===== src/rtl/pixel_unpacker.sv =====
// Unpacks 24-bit RGB pixels from a 32-bit AXI4-Stream (4 pixels per 3 words) and rebuilds x/y, framing errors and frame count.
// Latency: first pixel of a word appears one cycle after acceptance. Backpressure: tready drops while a pixel is stalled or p3 is pending.
module pixel_unpacker #(
  parameter int X_SIZE      = 640,
  parameter int Y_SIZE      = 480,
  parameter int FRAME_CNT_W = 16
) (
  input  logic                   aclk,
  input  logic                   aresetn,
  input  logic [31:0]            in_stream_tdata,
  input  logic [3:0]             in_stream_tkeep,
  input  logic                   in_stream_tlast,
  input  logic                   in_stream_tuser,
  input  logic                   in_stream_tvalid,
  output logic                   in_stream_tready,
  output logic [7:0]             r,
  output logic [7:0]             g,
  output logic [7:0]             b,
  output logic [9:0]             x,
  output logic [8:0]             y,
  output logic                   pix_sof,
  output logic                   pix_eol,
  output logic                   pix_valid,
  input  logic                   pix_ready,
  output logic                   sof_err,
  output logic                   eol_err,
  input  logic                   err_clear,
  output logic [FRAME_CNT_W-1:0] frame_count
);

  typedef enum logic [1:0] {PH0, PH1, PH2, EMIT3} state_t;

  localparam logic [9:0] XL  = 10'(X_SIZE - 1);
  localparam logic [9:0] XL2 = 10'(X_SIZE - 2);
  localparam logic [8:0] YL  = 9'(Y_SIZE - 1);

  state_t      state, eff_state;
  logic [23:0] carry;
  logic [9:0]  nx, ex;
  logic [8:0]  ny, ey;
  logic        force_eol;
  logic [7:0]  pr, pg, pb;
  logic        accept, line_end, tlast_bad, tlast_miss, sof_bad, brk_now;

  // Coordinate that follows (px,py); brk forces a jump to the start of the next line.
  function automatic logic [18:0] step_xy(input logic [9:0] px, input logic [8:0] py, input logic brk);
    logic [8:0] ny1;
    ny1 = (py == YL) ? 9'd0 : py + 9'd1;
    if (brk || px == XL) return {ny1, 10'd0};
    return {py, px + 10'd1};
  endfunction

  assign in_stream_tready = aresetn & (~pix_valid | pix_ready) & (state != EMIT3);
  assign accept           = in_stream_tvalid & in_stream_tready;

  always_comb begin
    eff_state = in_stream_tuser ? PH0 : state;
    ex        = in_stream_tuser ? 10'd0 : nx;
    ey        = in_stream_tuser ? 9'd0 : ny;
    pr        = in_stream_tdata[23:16];
    pg        = in_stream_tdata[15:8];
    pb        = in_stream_tdata[7:0];
    case (eff_state)
      PH1: begin
        pb = carry[7:0];
        pg = in_stream_tdata[7:0];
        pr = in_stream_tdata[15:8];
      end
      PH2: begin
        pb = carry[7:0];
        pg = carry[15:8];
        pr = in_stream_tdata[7:0];
      end
      default: ;
    endcase
    line_end   = (eff_state == PH2) && (ex == XL2);
    tlast_bad  = in_stream_tlast & ~line_end;
    tlast_miss = ~in_stream_tlast & line_end;
    sof_bad    = in_stream_tuser & ((state != PH0) | (nx != '0) | (ny != '0));
    brk_now    = tlast_bad & (eff_state != PH2);
  end

  always_ff @(posedge aclk) begin
    if (!aresetn) begin
      state       <= PH0;
      carry       <= '0;
      nx          <= '0;
      ny          <= '0;
      force_eol   <= 1'b0;
      pix_valid   <= 1'b0;
      r           <= '0;
      g           <= '0;
      b           <= '0;
      x           <= '0;
      y           <= '0;
      pix_sof     <= 1'b0;
      pix_eol     <= 1'b0;
      sof_err     <= 1'b0;
      eol_err     <= 1'b0;
      frame_count <= '0;
    end else begin
      if (pix_valid && pix_ready && x == XL && y == YL)
        frame_count <= frame_count + FRAME_CNT_W'(1);

      if (accept) begin
        pix_valid <= 1'b1;
        r         <= pr;
        g         <= pg;
        b         <= pb;
        x         <= ex;
        y         <= ey;
        pix_sof   <= (ex == '0) && (ey == '0);
        pix_eol   <= (ex == XL);
        {ny, nx}  <= step_xy(ex, ey, brk_now);
        force_eol <= tlast_bad & (eff_state == PH2);
        case (eff_state)
          PH0: begin
            carry <= {16'h0, in_stream_tdata[31:24]};
            state <= PH1;
          end
          PH1: begin
            carry <= {8'h0, in_stream_tdata[31:16]};
            state <= PH2;
          end
          default: begin
            carry <= in_stream_tdata[31:8];
            state <= EMIT3;
          end
        endcase
        // A misplaced tlast on W0/W1 drops the held bytes and restarts the word cycle.
        if (brk_now) begin
          carry <= '0;
          state <= PH0;
        end
      end else if (state == EMIT3) begin
        if (pix_ready) begin
          pix_valid <= 1'b1;
          r         <= carry[23:16];
          g         <= carry[15:8];
          b         <= carry[7:0];
          x         <= nx;
          y         <= ny;
          pix_sof   <= (nx == '0) && (ny == '0);
          pix_eol   <= (nx == XL);
          {ny, nx}  <= step_xy(nx, ny, force_eol);
          force_eol <= 1'b0;
          carry     <= '0;
          state     <= PH0;
        end
      end else if (pix_ready) begin
        pix_valid <= 1'b0;
      end

      if (err_clear) begin
        sof_err <= 1'b0;
        eol_err <= 1'b0;
      end else if (accept) begin
        if (sof_bad) sof_err <= 1'b1;
        if (tlast_bad | tlast_miss) eol_err <= 1'b1;
      end
    end
  end

  keep_full_a: assert property (@(posedge aclk) disable iff (!aresetn)
    in_stream_tvalid |-> in_stream_tkeep == 4'hF);

endmodule


===== config.mk =====
export PLATFORM = sky130hd
export DESIGN_NAME = pixel_unpacker
export DESIGN_NICKNAME = d
export VERILOG_FILES = /design/src/rtl/pixel_unpacker.sv
export SDC_FILE = /design/constraint.sdc
export NUM_CORES = 1
export LEC_CHECK = 0
export ABC_AREA = 1
export BUFFER_PORTS_ARGS = -buffer_cell sky130_fd_sc_hd__buf_4
export CORE_ASPECT_RATIO = 1.5
export CORE_MARGIN = 3
export CORE_UTILIZATION = 35
export DETAILED_ROUTE_END_ITERATION = 10
export GPL_ROUTABILITY_DRIVEN = 0
export SKIP_LAST_GASP = 1
export SLEW_MARGIN = 20
export SYNTH_ARGS = -nofsm -noshare
export SYNTH_HDL_FRONTEND = slang
export SYNTH_SLANG_ARGS = --single-unit

===== constraint.sdc =====
create_clock -name aclk -period 2.9 [get_ports aclk]
set_clock_uncertainty 0.05 [all_clocks]
set_input_delay 0.435 -clock aclk [delete_from_list [all_inputs] [get_ports aclk]]
set_output_delay 0.435 -clock aclk [all_outputs]
set_load 0.03 [all_outputs]

# ---- Word-level counts from Yosys, hierarchy flattened
# Cells that the tools add are included.
dict set report word_totals {
  reg_bits 110
  in_bits 43
  output_inout_bits 65
  elab_cells 137
}
dict set report op_classes {
  add_sub_neg 5
  eq_ne 12
  mux 63
  bitwise_logic 16
  reduce_logical 25
}
# operator count
set op_table {}
lappend op_table {{24-bit two-way mux} 4}
lappend op_table {{9-bit two-way mux} 9}
lappend op_table {{8-bit two-way mux} 10}
lappend op_table {{19-bit two-way mux} 4}
lappend op_table {{10-bit two-way mux} 7}
lappend op_table {{24-bit one-hot mux with 2 select lines} 1}
lappend op_table {{10-bit == test (second input constant)} 4}
lappend op_table {{8-bit one-hot mux with 2 select lines} 2}
lappend op_table {{9-bit == test (second input constant)} 3}
lappend op_table {{10-bit by 1-bit adder with 10-bit output (second input constant)} 2}
lappend op_table {{10-bit zero test} 2}
lappend op_table {{1-bit two-way mux} 20}
lappend op_table {{9-bit by 1-bit adder with 9-bit output (second input constant)} 2}
lappend op_table {{9-bit zero test} 2}
lappend op_table {{16-bit by 1-bit adder with 16-bit output (second input constant)} 1}
lappend op_table {{2-bit two-way mux} 5}
lappend op_table {{10-bit nonzero test} 1}
lappend op_table {{9-bit nonzero test} 1}
lappend op_table {{1-bit bitwise AND} 8}
lappend op_table {{2-bit nonzero test} 4}
lappend op_table {{1-bit logical AND} 6}
lappend op_table {{2-bit AND reduction} 3}
lappend op_table {{2-bit == test (second input constant)} 2}
lappend op_table {{2-bit inequality test (second input constant)} 2}
lappend op_table {{other kinds (8)} 16}

# ---- Depth between registers and ports, before layout
# Gate-level depths: netlist of the first run.
dict set report depth {
  word_depth 12
  depth_mapped 16
  mapped_depth_nobuf 14
}

# ---- Least setup slack after synthesis of the first run
# No wires, ideal clock.
dict set report synth_path {
  path_type {input-to-reg}
  start {input in_stream_tuser}
  end {register eol_err}
  setup_time_ps 64
  t_arrival_ps 2294
  t_required_ps 2786
  slack_ps 492
  cell_stages 13
  n_path_buf 3
  cell_sequence {buf_4 -> clkbuf_1 -> nor2_1 -> inv_1 -> ha_1 -> buf_2 -> clkinv_1 -> nor3_1 -> nand3_1 -> ha_1 -> nor2_1 -> nor2_1 -> nor2_1}
}
dict set report synth_via {
  elab_chain_cells 7
  elab_cells_between_ends 10
  classes_between {2 x eq/ne; 2 x mux; 4 x bitwise; 2 x reduce/logical}
}
# item line_no
set synth_rtl {}
lappend synth_rtl {{from (decl)} 13} ;# input logic in_stream_tuser,
lappend synth_rtl {{10-bit two-way mux / 2-bit two-way mux (equally long branches)} {58, 57}}
lappend synth_rtl {{10-bit == test / 2-bit == test (equally long branches)} 76} ;# line_end = (eff_state == PH2) && (ex == XL2);
lappend synth_rtl {{1-bit logical AND *} 76}
lappend synth_rtl {{1-bit NOT} 77} ;# tlast_bad = in_stream_tlast & ~line_end;
lappend synth_rtl {{1-bit bitwise AND} 77}
lappend synth_rtl {{1-bit bitwise OR *} 159} ;# if (tlast_bad | tlast_miss) eol_err <= 1'b1;
lappend synth_rtl {{2-bit AND reduction (no line) *} n/a}
lappend synth_rtl {{to (signal assigned)} 99} ;# eol_err <= 1'b0;
lappend synth_rtl {{to (signal assigned)} 156} ;# eol_err <= 1'b0;
lappend synth_rtl {{to (signal assigned)} 159}
lappend synth_rtl {{to (decl)} 26} ;# output logic eol_err,
# Every way passes the cells marked *; elsewhere a longest branch is shown, timed or not.
# A chain may end at the register's enable or synchronous reset.

# ---- Worst setup path after layout of the first run
dict set report layout_path {
  start {register state[1]}
  end {register eol_err}
}
dict set report layout_via {
  elab_chain_cells 7
  elab_cells_between_ends 11
  classes_between {2 x eq/ne; 1 x mux; 6 x bitwise; 2 x reduce/logical}
}
# item line_no
set layout_rtl {}
lappend layout_rtl {{from (decl)} 37} ;# state_t state, eff_state;
lappend layout_rtl {{from (signal assigned)} 85} ;# state <= PH0;
lappend layout_rtl {{from (signal assigned)} 119} ;# state <= PH1;
lappend layout_rtl {{from (signal assigned)} 123} ;# state <= PH2;
lappend layout_rtl {{2-bit two-way mux} 57} ;# eff_state = in_stream_tuser ? PH0 : state;
lappend layout_rtl {{2-bit == test} 76}
lappend layout_rtl {{1-bit logical AND} 76}
lappend layout_rtl {{1-bit NOT} 77}
lappend layout_rtl {{1-bit bitwise AND} 77}
lappend layout_rtl {{1-bit bitwise OR} 159}
lappend layout_rtl {{2-bit AND reduction (no line) *} n/a}
# Marks and branches as above.

==> results of run 1 <==
per-layer routing:
metal	GRT usage (%)	vias to the layer above	share of wire (%)
met4	7.49	0	2.7
met2	36.1	195	51
li1	-	3498	-
met1	22.8	3129	42
met3	3.82	36	4.8
met5	0	-	0
metrics by stage:
| stage | instance area (um^2) | setup WS (ns) |
|---|---|---|
| after floorplan | 6680 | 0.492 |
| after global placement | 7580 | 0.378 |
| after detailed placement | 7580 | 0.332 |
| after CTS | 7850 | 0.528 |
| after global routing | 7850 | 0.316 |
| final | 7850 | 0.522 |
registers in the layout (all words and copies together), names as in the netlist:
register and flops:
force_eol 1, carry 24, sof_err 1, x 10
nx 10, ny 9, pix_valid 1, frame_count 16
y 9, eol_err 1, g 8, pix_eol 1
state 2, b 8, r 8, pix_sof 1
worst max path at each step:
stage	to	slack, ns	start	cells after the start
global placement	eol_err	0.38	in_stream_tuser	11
detailed placement	eol_err	0.33	in_stream_tuser	11
floorplan	eol_err	0.49	in_stream_tuser	13
finish	eol_err	0.52	state[1]	10
global route	eol_err	0.32	state[1]	10
CTS	eol_err	0.53	state[1]	10
cells by family (layout without fill, tap and decap cells):
kind of cell / after synthesis / in the layout
buf+inv: 189 / 272
compound gates: 228 / 228
flops: 110 / 110
simple gates: 464 / 464
fa+ha+maj: 13 / 13
xor+xnor: 14 / 14
cell usage in the layout, fill, tap and decap left out, types with 4 or more instances in the layout:
cell type and instances:
o21ai_0 83, xnor2_1 5, nand3_1 68, nor2_2 6
nand2_1 236, nand2_4 4, inv_2 6, o21ai_1 7
xor2_1 9, a22oi_1 6, a211oi_1 19, nor2_1 96
o22ai_1 18, o21bai_1 9, clkbuf_16 9, o211ai_1 12
a21oi_1 70, nand4_1 24, nor3_1 17, buf_4 118
inv_1 129, dfxtp_1 110, ha_1 13
worst reg2reg max path, delay by kind of cell, from the launching register on:
family	cells	cell delay, ns
adder cells (fa/ha/maj)	2	0.67
AND/OR/NAND/NOR	6	0.72
buffers and inverters	2	0.48
flip-flops	1	0.41
power groups by stage:
stage          Sequential, mW  Combinational (mW)  Clock [mW]
2_1_floorplan            1.71               0.302           0
3_3_place_gp             1.65               0.559           0
3_5_place_dp             1.65               0.561           0
4_1_cts                  1.62               0.563        1.23
5_1_grt                  1.62               0.614        1.28
6_report                 1.62               0.559        1.19
layout make-up:
cell class | instances | area (um^2) | share of cell area, %
clock buffers | 10 | 229 | 2.92
clock inverters | 6 | 46.3 | 0.589
inverters | 138 | 523 | 6.66
multi-input cells | 719 | 3650 | 46.5
flip-flops and latches | 110 | 2200 | 28.0
well taps | 252 | 315 | 4.01
repair buffers | 118 | 886 | 11.3
==> run metrics, run 1 <==
register area share after synthesis=~33%; worst hold endpoint=sof_err; mux share of post-synthesis cell area=0%; static leakage=between 3 and 4 nW; # IOs=approximately 110; area share of fa/ha/maj cells after synthesis=2.44%; via count=between 6000 and 7000; Pint=roughly 2.3 mW; drt wl/cell=about 16 um; WS Path Type=reg2reg; hold_buf cts=0; DRT Wirelength=21100 um; CP Launch Type=flop; CTS Buf Count=9; Post-Syn Area=0.00668 mm^2; clk_lat worst skew=between 0.3 and 0.4 ns; crit path DAT=2.63 ns; GRT overflow=0; Nets=around 1200; pwr/cell area=~430 mW/mm^2; Die Y=~180 um; Die Width=around 120 um; Rows=61; DP HPWL=15200 um; Finished Layout Cells=around 1400; Synth top area share=33.0%; clock sinks=110; top cells by count, synth=nand2_1 (236), inv_1 (129), dfxtp_1 (110); pin count of the biggest net entering global routing=55; first-pass GRT wire length=about 33000 um; worst hold path type=in2reg; fraction of registers with async set/reset=0%; final core utilization=42.2%; RSZ-0062 raised after global routing=no; Buf/Inv on CP=2; synthesized flop and latch total=110; final hold viol count=0; Synthesized Nets=between 1000 and 1500; number of max-cap violations=0; Detailed Routing Iterations Pass 1=5; Clk pwr share=between 30% and 40%; hold_sp=err_clear; Resized cells post-CTS=0; maximum VDD drop=between 200 and 300 uV; status=complete, no violations; Layout area overhead=17.6%; root buf cell=clkbuf_16; Sw Ratio=between 30% and 40%; fraction of layout cells with a size suffix above 1=14.7%; antenna violations before repair=0; ant diodes=0; most frequent CP cell=nor2_1; total chip power=between 3 and 4 mW; Clock transition at path regs=approximately 0.08 ns; Max Buffers Root-to-Sink=2; cell type with the largest total area after synthesis=dfxtp_1; Switch Pwr=about 1.0 mW; Compound-Gate Fraction of Synth Area=approximately 20%; Slew HR=between 30% and 40%; maximum operating frequency=420 MHz; synth unique cells=41; # DRC=0; crit share post-route=between 80 and 90%; Post-CTS Setup Bufs=0; worst path cell trace=inv_1, nor2_2, ha_1, clkinv_1, nor3_1, nand3_1, ha_1, nor2_1, nor2_1, nor2_1; Fill cells=~2100; total negative setup slack=0 ns; vias in the first global route=6400; combinational family with the most area after synthesis=simple AND/OR/NAND/NOR gates; Worst EP required=roughly 3.2 ns; Gate power share=between 10% and 20%; Top delay family on crit path=simple AND/OR/NAND/NOR gates; Seq pwr share=between 40% and 50%; Vias/cell=approximately 5.1; GR Util All Layers=around a fifth; RR Endpoint=eol_err; # port buffers=slightly above 100; DRT antenna net count=0; endpoints failing setup=0; top_reg_cell synth=dfxtp_1; Core Region=0.0186 mm^2; RR Startpoint=state[1]; Synth Area in XOR/XNOR=roughly 1.8%; fin crit period=2.38 ns; top post-synthesis cells by area=dfxtp_1 (33%), nand2_1 (13%), inv_1 (7.3%); DP Cell Count=~1300; critical path endpoint category=flop; Slew Viols, Final=0; Syn. warnings=0; H-tree Lvls=3; EDFF count, synth=0; R2R depth=10; top-count cell post-synth=nand2_1; worst hold margin=~0.29 ns; initial drt markers=between 300 and 400; worst reg2reg setup slack=0.52 ns; Max FO, Critical Path=10; initial core utilization=35.9%; Critical Path Max Stage Delay=between 0.4 and 0.5 ns; Mean Syn Cell Area=approximately 6.6 um^2; CTS tree=built; cells after synthesis=a little over 1000; Hold Path Cell Cnt=3; die footprint=0.0208 mm^2; Worst-Margin Slew=around 0.98 ns; Slowest-stage cell, CP=dfxtp_1; Synth Area in Simple Gates=a little under a third
No activity file was read; power rests on OpenSTA's default activity.
==> inputs of run 2 (changes only) <==
--- a/config.mk
+++ b/config.mk
@@ -5,7 +5,7 @@
 export SDC_FILE = /design/constraint.sdc
 export NUM_CORES = 1
 export LEC_CHECK = 0
-export ABC_AREA = 1
+export ABC_AREA = 0
 export BUFFER_PORTS_ARGS = -buffer_cell sky130_fd_sc_hd__buf_4
 export CORE_ASPECT_RATIO = 1.5
 export CORE_MARGIN = 3
==> constraint.sdc (replaced) <==
create_clock -name aclk -period 2 [get_ports aclk]
set_clock_uncertainty 0.05 [all_clocks]
set_input_delay 0.3 -clock aclk [delete_from_list [all_inputs] [get_ports aclk]]
set_output_delay 0.3 -clock aclk [all_outputs]
set_load 0.03 [all_outputs]
==> run 2 against run 1 <==
The flow now finishes with violations (setup timing); worst setup slack worse by 0.60 ns; maximum frequency is 15% higher; critical path depth down 4; highest routed layer unchanged; routed wire length is 3.4% lower.
==> run metrics, run 2 <==
status=finished, violations left; failing checks=setup timing; fin crit period=~2.1 ns; R2R depth=6; worst hold endpoint=carry[20]; Vias/cell=approximately 5.7; Layout area overhead=39.1%; # IOs=around 110; Slew Viols, Final=0; top_reg_cell synth=dfxtp_1; Die Y=165 um; commonest non-fill, non-tap cell in the layout=buf_4; Metal-1 WL=7700 um; Largest register FFs=24; worst reg2reg setup slack=-0.07 ns; register area share after synthesis=37.4%; Post-Syn Area=about 0.006 mm^2; clock sinks=110; CTS tree=built; RR Endpoint=ny[0]; ant diodes=0; cell type with the largest total area after synthesis=dfxtp_1; final hold viol count=0; Clock transition at path regs=approximately 0.08 ns; Die Width=approximately 110 um; antenna violations before repair=0; maximum VDD drop=slightly above 400 uV; DRT Wirelength=~20000 um; pin count of the biggest net entering global routing=57; clk_lat worst skew=between 0.3 and 0.4 ns; static leakage=3.13 nW; fraction of layout cells with a size suffix above 1=30.9%; Biggest register=carry; # DRC=0; worst hold path type=in2reg; DRT antenna net count=0; synth unique cells=68; CP Launch Type=flop; hold_buf cts=0; die footprint=0.0185 mm^2; Hold Path Cell Cnt=3; fraction of registers with async set/reset=0%; Syn. warnings=0; Rows=57; first-pass GRT wire length=between 30000 and 40000 um; initial drt markers=254; via count=6425; crit path DAT=between 2 and 2.5 ns; Slew HR=72.2%; total chip power=4.98 mW; crit share post-route=104%; synthesized flop and latch total=110; endpoints failing setup=6; EDFF count, synth=0; setup ws final=-0.0740 ns; top flop regs=carry: 24 flops, frame_count: 16 flops; Max FO, Critical Path=4; cells after synthesis=around 770; top cells by count, synth=dfxtp_1 (110), nand2_1 (98), a21oi_1 (93); pwr/cell area=607 mW/mm^2; maximum operating frequency=between 400 and 500 MHz; top post-synthesis cells by area=dfxtp_1 (37%), a21oi_1 (7.9%), nand2_1 (6.2%); critical path endpoint category=flop; GR Util All Layers=between 20% and 30%; Mean Syn Cell Area=7.69 um^2; top-count cell post-synth=dfxtp_1; CTS Buf Count=9; number of max-cap violations=0; Core Region=0.0163 mm^2; met3 wire length=approximately 1100 um; vias in the first global route=roughly 6300; GRT overflow=0; Nets=about 980; Worst-Margin Slew=0.417 ns; hold_sp=in_stream_tdata[28]; uppermost layer routed=met4; DP HPWL=between 10000 and 15000 um; H-tree Lvls=3; root buf cell=clkbuf_16; RSZ-0062 raised after global routing=yes; Max Buffers Root-to-Sink=2; WS Path Type=reg2reg; Worst EP required=between 2 and 2.5 ns; commonest non-fill, non-tap cells in the layout=buf_4 (204), dfxtp_1 (105), nand2_1 (97), a21oi_1 (93), nor2_1 (73); Finished Layout Cells=1137; RR Startpoint=nx[7]; # port buffers=between 100 and 150; met2 wire length=10600 um; Synth top area share=approximately 37%; drt wl/cell=between 15 and 20 um; initial core utilization=between 30% and 40%; Synthesized Nets=roughly 820; DP Cell Count=approximately 1100; Detailed Routing Iterations Pass 1=5
-- run 2: timing repair --
| item | in CTS | in global routing |
|---|---|---|
| gates cloned | 1 | 0 |
| setup endpoints to repair | 20 | 46 |
| pin swaps | 8 | 9 |
| buffers inserted | 4 | 4 |
| gates resized for setup | 17 | 22 |
-- run 2: final cells by class --
class,instances,area (um^2)
Clock inverter,6,105
Sequential cell,110,2210
Tap cell,206,258
Multi-Input combinational cell,576,3600
Timing Repair Buffer,216,1750
Clock buffer,9,225
Fill cell,1593,8130
Inverter,14,57.6
-- run 2: per-stage QoR --
| stage | setup WS, ns | utilization, % | TNS [ns] | area, um^2 | hold slack (ns) |
|---|---|---|---|---|---|
| 2_1_floorplan | -0.399 | - | -3.60 | 6060 | 0.398 |
| 3_3_place_gp | -0.149 | 46.8 | -3.27 | 7650 | 0.390 |
| 3_5_place_dp | -0.181 | 46.8 | -3.77 | 7650 | 0.399 |
| 4_1_cts | -0.0483 | 49.4 | -0.186 | 8070 | 0.145 |
| 5_1_grt | -0.134 | 50.2 | -1.08 | 8200 | 0.153 |
| 6_report | -0.0740 | 50.2 | -0.201 | 8200 | 0.150 |
-- run 2: worst max-delay path, cell delays in order, from the launching register on --
cell	delay (ns)
dfxtp_1	0.31
or3b_4	0.43
buf_4	0.15
o41a_1	0.48
nor4_2	0.24
a31oi_1	0.06
a221oi_1	0.26
-- run 2: worst max-delay path by stage --
stage / start / end / slack [ns] / depth (start not counted)
floorplan: in_stream_tuser / nx[8] / -0.40 / 12
global placement: nx[7] / ny[8] / -0.15 / 6
detailed placement: nx[9] / ny[8] / -0.18 / 6
CTS: nx[9] / ny[7] / -0.05 / 7
global route: nx[7] / ny[5] / -0.13 / 7
finish: nx[7] / ny[0] / -0.07 / 6
-- run 2: cells by family (layout without fill, tap and decap cells) --
group	after synthesis	in the layout	share of synthesized area, %
xor+xnor	10	10	1.49
fa+ha+maj	13	13	2.76
buf+inv	82	245	5.77
compound gates	240	241	27.0
simple gates	312	312	25.6
flops	110	110	37.4
-- run 2: metal layers --
layer / vias to the layer above / track usage, %
met2: 209 / 40.0
met3: 56 / 3.41
met4: 0 / 10.9
met1: 3007 / 23.9
met5: - / 0
li1: 3153 / -
-- run 2: power breakdown --
group | switching (mW) | internal [mW]
sequential | 0.0315 | 2.23
combinational | 0.400 | 0.276
clock | 0.914 | 1.12
total | 1.35 | 3.63
